File: src/rtl/ram_frame_reader.sv
// Read-only bus master: walks WORD_COUNT words from BASE_ADDR, one read at a time,
// and streams each word out on a valid/ready interface.
module ram_frame_reader #(
   parameter logic [31:0] BASE_ADDR    = 32'd8500,
   parameter int unsigned WORD_COUNT   = 129600,
   parameter int unsigned READ_LATENCY = 1
) (
   input  logic        clk,
   input  logic        reset,
   input  logic        start,
   input  logic        abort,
   output logic [31:0] address,
   output logic        we,
   output logic [31:0] wd,
   input  logic [31:0] rd,
   output logic [31:0] out_data,
   output logic        out_valid,
   input  logic        out_ready,
   output logic        busy,
   output logic        done,
   output logic [19:0] word_index
);

   localparam int LAT_W = (READ_LATENCY > 0) ? $clog2(READ_LATENCY + 1) : 1;
   localparam logic [LAT_W-1:0] LAT_INIT = LAT_W'(READ_LATENCY);
   localparam logic [19:0] LAST_IDX = 20'(WORD_COUNT - 1);

   typedef enum logic [1:0] {S_IDLE, S_FETCH, S_PRESENT, S_DONE} state_t;

   state_t           state_q, state_d;
   logic [31:0]      addr_q, addr_d;
   logic [31:0]      data_q, data_d;
   logic             valid_q, valid_d;
   logic             busy_q, busy_d;
   logic             done_q, done_d;
   logic [19:0]      idx_q, idx_d;
   logic [LAT_W-1:0] lat_q, lat_d;

   // NOTE: every signal gets its hold value first, so no path through the case can infer a latch.
   always_comb begin
      state_d = state_q;
      addr_d  = addr_q;
      data_d  = data_q;
      valid_d = valid_q;
      busy_d  = busy_q;
      done_d  = 1'b0;
      idx_d   = idx_q;
      lat_d   = lat_q;

      case (state_q)
         S_IDLE: begin
            if (start) begin
               state_d = S_FETCH;
               addr_d  = BASE_ADDR;
               idx_d   = '0;
               lat_d   = LAT_INIT;
               busy_d  = 1'b1;
            end
         end
         S_FETCH: begin
            if (lat_q == '0) begin
               data_d  = rd;
               valid_d = 1'b1;
               state_d = S_PRESENT;
            end else begin
               lat_d = lat_q - 1'b1;
            end
         end
         S_PRESENT: begin
            if (out_ready) begin
               valid_d = 1'b0;
               if (idx_q == LAST_IDX) begin
                  state_d = S_DONE;
                  done_d  = 1'b1;
               end else begin
                  idx_d   = idx_q + 20'd1;
                  addr_d  = BASE_ADDR + 32'(idx_q) + 32'd1;
                  lat_d   = LAT_INIT;
                  state_d = S_FETCH;
               end
            end
         end
         S_DONE: begin
            state_d = S_IDLE;
            busy_d  = 1'b0;
            addr_d  = '0;
            idx_d   = '0;
         end
         default: state_d = S_IDLE;
      endcase

      // Abort overrides everything, including a start seen in the same IDLE cycle.
      if (abort) begin
         state_d = S_IDLE;
         addr_d  = '0;
         valid_d = 1'b0;
         busy_d  = 1'b0;
         done_d  = 1'b0;
         idx_d   = '0;
         lat_d   = '0;
      end
   end

   // NOTE: sequential state uses non-blocking assignments so all flops update from pre-edge values.
   always_ff @(posedge clk) begin
      if (reset) begin
         state_q <= S_IDLE;
         addr_q  <= '0;
         data_q  <= '0;
         valid_q <= 1'b0;
         busy_q  <= 1'b0;
         done_q  <= 1'b0;
         idx_q   <= '0;
         lat_q   <= '0;
      end else begin
         state_q <= state_d;
         addr_q  <= addr_d;
         data_q  <= data_d;
         valid_q <= valid_d;
         busy_q  <= busy_d;
         done_q  <= done_d;
         idx_q   <= idx_d;
         lat_q   <= lat_d;
      end
   end

   assign address    = addr_q;
   assign we         = 1'b0;
   assign wd         = '0;
   assign out_data   = data_q;
   assign out_valid  = valid_q;
   assign busy       = busy_q;
   assign done       = done_q;
   assign word_index = idx_q;

endmodule

File: config.mk
export PLATFORM = sky130hd
export DESIGN_NAME = ram_frame_reader
export DESIGN_NICKNAME = d
export VERILOG_FILES = /design/src/rtl/ram_frame_reader.sv
export SDC_FILE = /design/constraint.sdc
export NUM_CORES = 1
export LEC_CHECK = 0
export BUFFER_PORTS_ARGS = -buffer_cell sky130_fd_sc_hd__buf_2
export CORE_UTILIZATION = 53
export DETAILED_ROUTE_END_ITERATION = 10
export GPL_TIMING_DRIVEN = 0
export PLACE_DENSITY = 0.93
export SYNTH_ARGS = -nofsm -noshare
export SYNTH_HDL_FRONTEND = slang
export SYNTH_SLANG_ARGS = --single-unit
File: constraint.sdc
create_clock -name clk -period 5.91 [get_ports clk]
set_clock_uncertainty 0.2 [all_clocks]
set_input_delay 0.2955 -clock clk [delete_from_list [all_inputs] [get_ports clk]]
set_output_delay 0.2955 -clock clk [all_outputs]
set_load 0.02 [all_outputs]
==> flow_metrics.env, run 1 <==
export IMPL_status="complete, no violations"
export IMPL_share_of_cells_above_drive_strength_1_pct=27.0
export IMPL_worst_hold_path_endpoint="done$_SDFF_PP0_"
export IMPL_maxSlewHeadroom_pct=49.9
export IMPL_wl_per_cell_um=16.5
export IMPL_finish_net_count=748
export IMPL_dp_worst_setup_slack_ns=3.18
export IMPL_end_kind="flip-flop"
export IMPL_vias=4606
export IMPL_io_pins=157
export IMPL_pin_count_of_the_biggest_net_entering_global_routing=17
export IMPL_final_hold_worst_slack_ns=0.0458
export IMPL_die_y_um=88.7
export IMPL_cts_buffers=9
export IMPL_viasPerCell=5.69
export IMPL_number_of_flops_mapped_to_enable_cells_by_yosys=0
export IMPL_data_required_time_of_the_critical_path_ns=6.03
export IMPL_firstDrtPassIters=7
export IMPL_detailed_place_hpwl_um=8340
export IMPL_layout_cell_area_non_filler_um2=5330
export IMPL_worst_reg2reg_path_length_in_cells=7
export IMPL_count_of_endpoints_failing_hold_in_the_final_timing_report=0
export IMPL_die_area_um2=7870
export IMPL_setup_violations_final=0
export IMPL_timing_rr_start="address[0]$_SDFFE_PP0P_"
export IMPL_maxSlewViolCount=0
export IMPL_placed_cell_area_um2=4830
export IMPL_gp_congestion=0.951
export IMPL_placement_io_buffers=111
export IMPL_timing_rr_end="word_index[16]$_SDFFE_PP0P_"
export IMPL_total_overflow_reported_by_the_global_router=0
export IMPL_hold_path_cell_count=3
export IMPL_post_synthesis_instance_total=509
export IMPL_synth_cell_types=50
export IMPL_ys_flop_type="sky130_fd_sc_hd__dfxtp_1"
export IMPL_setup_tns_final_ns=0
export IMPL_grt_pass1_vias=4039
export IMPL_postLayoutSetupSlackWorst_ns=3.08
export IMPL_die_width_um=88.7
export IMPL_worst_setup_path_type="reg -> reg"
export IMPL_crit_path_max_fanout=10
export IMPL_num_antenna_cells=0
export IMPL_count_of_hold_fix_buffers_inserted_at_cts=31
export IMPL_grt_pass1_wl_um=19700
export IMPL_area_growth_synth_to_final_pct=33.8
export IMPL_netlist_area_leader_share_pct=39.2
export IMPL_worst_slew_pin_slew_ns=0.746
export IMPL_worst_setup_path_start_kind="flip-flop"
export IMPL_asr_flop_ratio_synth_pct=0
export IMPL_postCtsSetupBuffers=0
export IMPL_rrSetupSlack_ns=3.08
export IMPL_max_freq_mhz=354
export IMPL_layoutNonFillerInstCount=810
export IMPL_htree_num_levels=3
export IMPL_ir_worst_vdd_mv=0.192
export IMPL_post_cts_resized=0
export IMPL_critPathArrivalTime_ns=2.94
export IMPL_grt_usage_pct=33.0
export IMPL_clkSlewWorstSetupHoldPaths_ns=0.09
export IMPL_finalWirelength_um=13400
export IMPL_synthesis_area_um2=3990
export IMPL_detailedRoute_firstIterationViolations=647
export IMPL_hold_start="out_ready"
export IMPL_clock_tree_from_tritoncts="done"
export IMPL_hold_path_class="in -> reg"
export IMPL_clk_path_buf_depth=2
export IMPL_postSynthAreaPerCell_um2=7.83
export IMPL_synth_largest_area_cell="sky130_fd_sc_hd__dfxtp_1"
export IMPL_cts_root_buffer_cell="sky130_fd_sc_hd__clkbuf_8"
export IMPL_initial_utilization_pct=55.0
export IMPL_yosys_register_bits=78
export IMPL_p_leak_nw=2.38
export IMPL_number_of_antenna_violations_at_the_first_check_in_global_routing=0
export IMPL_placedCellCount=762
export IMPL_fin_total_pwr_mw=1.13
export IMPL_grt_setup_unrepaired="no"
export IMPL_clkLatencyLatePin_ns=0.37
export IMPL_synth_cells_most_frequent="sky130_fd_sc_hd__nand2_1, sky130_fd_sc_hd__dfxtp_1, sky130_fd_sc_hd__a21oi_1, sky130_fd_sc_hd__buf_4, sky130_fd_sc_hd__nor2_1"
export IMPL_drt_antenna_violating_nets=0
export IMPL_finalCritPeriodShare_pct=47.8
export IMPL_powerDensity_nw_per_um2=212
export IMPL_yosys_cell_count_top_type="sky130_fd_sc_hd__nand2_1"
export IMPL_core_um2=7250
export IMPL_post_route_util_pct=73.5
export IMPL_maximum_capacitance_violations=0
export IMPL_remaining_drc_errors=0
export IMPL_fin_crit_ns=2.83
export IMPL_floorplan_rows=31
export IMPL_seq_total_area_yosys_pct=39.2
export IMPL_yosys_top_cells_area="sky130_fd_sc_hd__dfxtp_1, sky130_fd_sc_hd__nand2_1, sky130_fd_sc_hd__buf_4, sky130_fd_sc_hd__a21oi_1, sky130_fd_sc_hd__nor2_1"
export IMPL_number_of_warnings_printed_during_yosys_synthesis=0
export IMPL_number_of_sinks_handled_by_clock_tree_synthesis=78
==> registers in the layout (all words and copies together) (netlist names) <==
| register | count |
|---|---|
| lat_q | 1 |
| word_index | 19 |
| state_q | 2 |
| busy | 1 |
| out_data | 32 |
| done | 1 |
| address | 21 |
| out_valid | 1 |
==> report_power, final <==
group | total (mW) | switching, mW | internal, mW
Sequential | 0.548 | 0.00910 | 0.539
Combinational | 0.185 | 0.115 | 0.0701
Clock | 0.397 | 0.236 | 0.161
Total | 1.13 | 0.360 | 0.771
==> layer usage <==
| metal | vias to the layer above | share of wire (%) | wire (µm) | GRT usage, % |
|---|---|---|---|---|
| li1 | 2069 | - | - | - |
| met1 | 2071 | 37 | 4950 | 41.2 |
| met2 | 388 | 48 | 6360 | 53.9 |
| met3 | 78 | 11 | 1410 | 7.74 |
| met4 | 0 | 4.9 | 649 | 15.5 |
| met5 | - | 0 | 0 | 0 |
==> cell usage in the layout, fill, tap and decap left out, types with 5 or more instances in the layout <==
| cell | instances |
|---|---|
| sky130_fd_sc_hd__conb_1 | 44 |
| sky130_fd_sc_hd__inv_1 | 8 |
| sky130_fd_sc_hd__buf_2 | 122 |
| sky130_fd_sc_hd__nor3_1 | 6 |
| sky130_fd_sc_hd__clkbuf_8 | 9 |
| sky130_fd_sc_hd__o211ai_1 | 6 |
| sky130_fd_sc_hd__ha_1 | 5 |
| sky130_fd_sc_hd__nor2_1 | 32 |
| sky130_fd_sc_hd__nand4_1 | 11 |
| sky130_fd_sc_hd__or3_1 | 5 |
| sky130_fd_sc_hd__a32o_1 | 7 |
| sky130_fd_sc_hd__clkbuf_1 | 28 |
| sky130_fd_sc_hd__buf_4 | 45 |
| sky130_fd_sc_hd__a21oi_1 | 62 |
| sky130_fd_sc_hd__xnor2_1 | 11 |
| sky130_fd_sc_hd__and3_1 | 6 |
| sky130_fd_sc_hd__a211oi_1 | 5 |
| sky130_fd_sc_hd__nand3_1 | 11 |
| sky130_fd_sc_hd__o21ai_0 | 13 |
| sky130_fd_sc_hd__nand2_1 | 93 |
| sky130_fd_sc_hd__dlygate4sd3_1 | 32 |
| sky130_fd_sc_hd__o31ai_1 | 5 |
| sky130_fd_sc_hd__xor2_1 | 6 |
| sky130_fd_sc_hd__or4_1 | 6 |
| sky130_fd_sc_hd__dfxtp_1 | 78 |
==> how the worst max path moves through the flow <==
stage / slack, ns / depth (start not counted) / startpoint / endpoint
finish: 3.08 / 7 / address[0]$_SDFFE_PP0P_ / word_index[16]$_SDFFE_PP0P_
global route: 2.95 / 7 / address[0]$_SDFFE_PP0P_ / word_index[18]$_SDFFE_PP0P_
CTS: 3.15 / 7 / address[0]$_SDFFE_PP0P_ / word_index[16]$_SDFFE_PP0P_
detailed placement: 3.18 / 7 / address[0]$_SDFFE_PP0P_ / word_index[16]$_SDFFE_PP0P_
global placement: 3.20 / 7 / address[0]$_SDFFE_PP0P_ / word_index[16]$_SDFFE_PP0P_
floorplan: 3.38 / 8 / state_q[0]$_SDFFE_PP0P_ / word_index[11]$_SDFFE_PP0P_
==> worst max-delay path: stages (launching register included) <==
cell and delay (ns):
sky130_fd_sc_hd__dfxtp_1 0.55, sky130_fd_sc_hd__ha_1 0.21, sky130_fd_sc_hd__buf_2 0.17, sky130_fd_sc_hd__nand4_1 0.33, sky130_fd_sc_hd__a211oi_1 0.51, sky130_fd_sc_hd__nand3_1 0.29
sky130_fd_sc_hd__or4_1 0.45, sky130_fd_sc_hd__nand2_1 0.07
==> cells by family (layout without fill, tap and decap cells) <==
group,after synthesis,in the layout,synth area share (%)
AND/OR/NAND/NOR,195,195,23.2
flip-flops,78,78,39.2
other,1,44,0.0941
adder cells (fa/ha/maj),5,5,1.57
buffers and inverters,92,251,13.2
XOR/XNOR,17,17,3.74
AO/OA/AOI/OAI,121,121,19.0
==> area by class of cell <==
cell class              instances  area, µm²
plain buffers                  84        498
clock buffers                   9        124
clock inverters                 7       61.3
fillers                       531       1920
inverters                       8       30.0
multi-input cells             382       2060
flip-flops and latches         78       1560
well taps                      99        124
repair buffers                143        876
Note: power is estimated with default switching activity, not from simulation.
==> run 2, diff against run 1 <==
- CORE_UTILIZATION: 53 -> 49
- PLACE_DENSITY: 0.93 -> 0.87
- clock period: 5.91 -> 2.7 ns (I/O delays scaled with it)
==> run 2 against run 1 <==
  * Via count is essentially flat
  * Utilization down 3.3 points
  * Power is 130% higher
  * First-iteration DRC count decreased by 41%
  * Non-clock buffer count grew 10
  * Flip-flop and latch count is the same
  * Critical endpoint is now word_index[13]$_SDFFE_PP0P_
  * Count of clock-buffer cells in the layout unchanged
  * Largest cell class unchanged
  * Routed wire length down 0.58%
  * Die area grew 8.0%
  * Final area rose by 2.8%
  * Highest routed layer unchanged
  * Sequential power is 120% higher
==> flow_metrics.env, run 2 (synthesis results as in run 1) <==
export IMPL_grt_pass1_wl_um=20600
export IMPL_firstDrtPassIters=6
export IMPL_top_usage_layer="met2"
export IMPL_clk_path_buf_depth=2
export IMPL_worst_slew_pin_slew_ns=0.857
export IMPL_total_overflow_reported_by_the_global_router=0
export IMPL_grt_setup_unrepaired="no"
export IMPL_placedCellCount=765
export IMPL_grt_pass1_vias=4305
export IMPL_number_of_sinks_handled_by_clock_tree_synthesis=78
export IMPL_crit_path_cell_trace="inv_1 -> ha_1 -> or2_4 -> a21o_1 -> or4_4 -> or4_4 -> a21oi_2"
export IMPL_detailedRoute_firstIterationViolations=383
export IMPL_clkPwrFrac_pct=36.7
export IMPL_globalRouteMet1Util_pct=37.3
export IMPL_clkLatencyLatePin_ns=0.36
export IMPL_count_of_endpoints_failing_hold_in_the_final_timing_report=0
export IMPL_die_width_um=92.2
export IMPL_number_of_antenna_violations_at_the_first_check_in_global_routing=0
export IMPL_p_leak_nw=2.45
export IMPL_end_kind="flip-flop"
export IMPL_gr_usage_met2_pct=51.2
export IMPL_num_antenna_cells=0
export IMPL_share_of_cells_above_drive_strength_1_pct=29.1
export IMPL_initial_utilization_pct=51.1
export IMPL_pin_count_of_the_biggest_net_entering_global_routing=16
export IMPL_finalCritPeriodShare_pct=97.5
export IMPL_pwr_share_comb_pct=16.3
export IMPL_drt_antenna_violating_nets=0
export IMPL_finalWirelength_um=13300
export IMPL_critPathArrivalTime_ns=2.73
export IMPL_die_y_um=92.2
export IMPL_finish_net_count=758
export IMPL_clkSlewWorstSetupHoldPaths_ns=0.09
export IMPL_crit_path_max_fanout=6
export IMPL_cp_slowest_cell="sky130_fd_sc_hd__or4_4"
export IMPL_placement_io_buffers=111
export IMPL_htree_num_levels=3
export IMPL_cp_num_buf_inv=1
export IMPL_io_pins=157
export IMPL_power_report_internal_total_mw=1.78
export IMPL_critical_path_most_common_cell="sky130_fd_sc_hd__or4_4"
export IMPL_hold_path_class="in -> reg"
export IMPL_power_switching_fraction_pct=30.2
export IMPL_fin_crit_ns=2.63
export IMPL_data_required_time_of_the_critical_path_ns=2.80
export IMPL_max_freq_mhz=380
export IMPL_max_stage_delay_ns=0.58
export IMPL_cts_root_buffer_cell="sky130_fd_sc_hd__clkbuf_8"
export IMPL_ir_worst_vdd_mv=0.372
export IMPL_floorplan_rows=32
export IMPL_viasPerCell=5.59
export IMPL_remaining_drc_errors=0
export IMPL_worst_setup_path_type="reg -> reg"
export IMPL_sequentialPowerShare_pct=46.9
export IMPL_area_growth_synth_to_final_pct=37.5
export IMPL_switchingPower_mw=0.770
export IMPL_worst_setup_path_start_kind="flip-flop"
export IMPL_max_reg_flops=32
export IMPL_powerDensity_nw_per_um2=466
export IMPL_setup_violations_final=0
export IMPL_die_area_um2=8500
export IMPL_maxSlewHeadroom_pct=42.5
export IMPL_layoutNonFillerInstCount=823
export IMPL_path_delay_family="simple AND/OR/NAND/NOR gates"
export IMPL_layout_common_cells="sky130_fd_sc_hd__buf_2, sky130_fd_sc_hd__nand2_1, sky130_fd_sc_hd__dfxtp_1"
export IMPL_vias=4604
export IMPL_maximum_capacitance_violations=0
export IMPL_core_um2=7810
export IMPL_grt_usage_pct=31.0
export IMPL_fin_total_pwr_mw=2.55
export IMPL_layout_cells_most_common="sky130_fd_sc_hd__buf_2"
export IMPL_status="complete, no violations"
export IMPL_gp_congestion=0.990
export IMPL_clock_tree_from_tritoncts="done"
export IMPL_wl_per_cell_um=16.1
export IMPL_cts_buffers=9
export IMPL_maxSlewViolCount=0
export IMPL_detailed_place_hpwl_um=8460
export IMPL_global_route_met3_usage_pct=6.80
-- run 2: cell types whose count changed in the layout (fill, tap and decap cells not counted), sizes merged --
cell,before,now
bufinv,0,1
clkbuf,37,36
clkinv,0,1
clkinvlp,2,1
dlygate4sd3,32,36
buf,167,174
inv,13,12
-- run 2: layer usage --
layer  vias up  wire [µm]
met5         -          0
met4         0        620
met3        69       1220
met2       329       6360
met1      2118       5090
li1       2088          -
-- run 2: power by group through the flow --
stage          registers [mW]  logic [mW]  clock network, mW
5_1_grt                  1.20       0.445              0.980
3_3_place_gp             1.22       0.337                  0
4_1_cts                  1.20       0.389              0.917
6_report                 1.20       0.417              0.938
2_1_floorplan            1.26       0.216                  0
3_5_place_dp             1.22       0.346                  0
-- run 2: timing repair --
item | in CTS | in global routing
endpoints found under the hold margin | 35 | 0
setup buffers | 1 | 7
pin swaps | 0 | 5
setup endpoints to repair | 5 | 39
hold buffers | 36 | 0
resized for setup | 3 | 9
-- run 2: layout make-up --
class                           instances  area [µm²]
Buffer                                 82         489
Clock buffer                            9         124
Clock inverter                          7        80.1
Fill cell                             593        2320
Inverter                                8        30.0
Multi-Input combinational cell        382        2090
Sequential cell                        78        1570
Tap cell                              102         128
Timing Repair Buffer                  155         976
-- run 2: worst paths after layout --
path / from / endpoint / slack (ns) / cells past startpoint
setup / recovery: state_q[1]$_SDFFE_PP0P_ / word_index[13]$_SDFFE_PP0P_ / 0.07 / 7
hold / removal: abort / word_index[16]$_SDFFE_PP0P_ / 0.07 / 5
setup reg to reg: state_q[1]$_SDFFE_PP0P_ / word_index[13]$_SDFFE_PP0P_ / 0.07 / 7
hold reg to reg: out_data[13]$_SDFFE_PP0P_ / out_data[13]$_SDFFE_PP0P_ / 0.26 / 2
-- run 2: metrics by stage --
step / setup TNS [ns] / setup WS, ns / util [%] / hold slack (ns) / instance area (µm²)
after global placement: -0.0204 / -0.0140 / 61.9 / 0.175 / 4830
after detailed placement: -0.133 / -0.0620 / 61.9 / 0.182 / 4830
after CTS: -0.0327 / -0.0327 / 69.3 / 0.0458 / 5410
final: 0 / 0.0663 / 70.2 / 0.0742 / 5480
after floorplan: 0 / 0.174 / - / 0.0544 / 4150
after global routing: 0 / 0.00185 / 70.2 / 0.102 / 5480
-- run 2: tightest hold or removal path, cell delays in order --
cell and delay (ns):
sky130_fd_sc_hd__buf_2 0.10, sky130_fd_sc_hd__or2_2 0.12, sky130_fd_sc_hd__nor2_1 0.08, sky130_fd_sc_hd__o211ai_1 0.10, sky130_fd_sc_hd__nand2_1 0.05
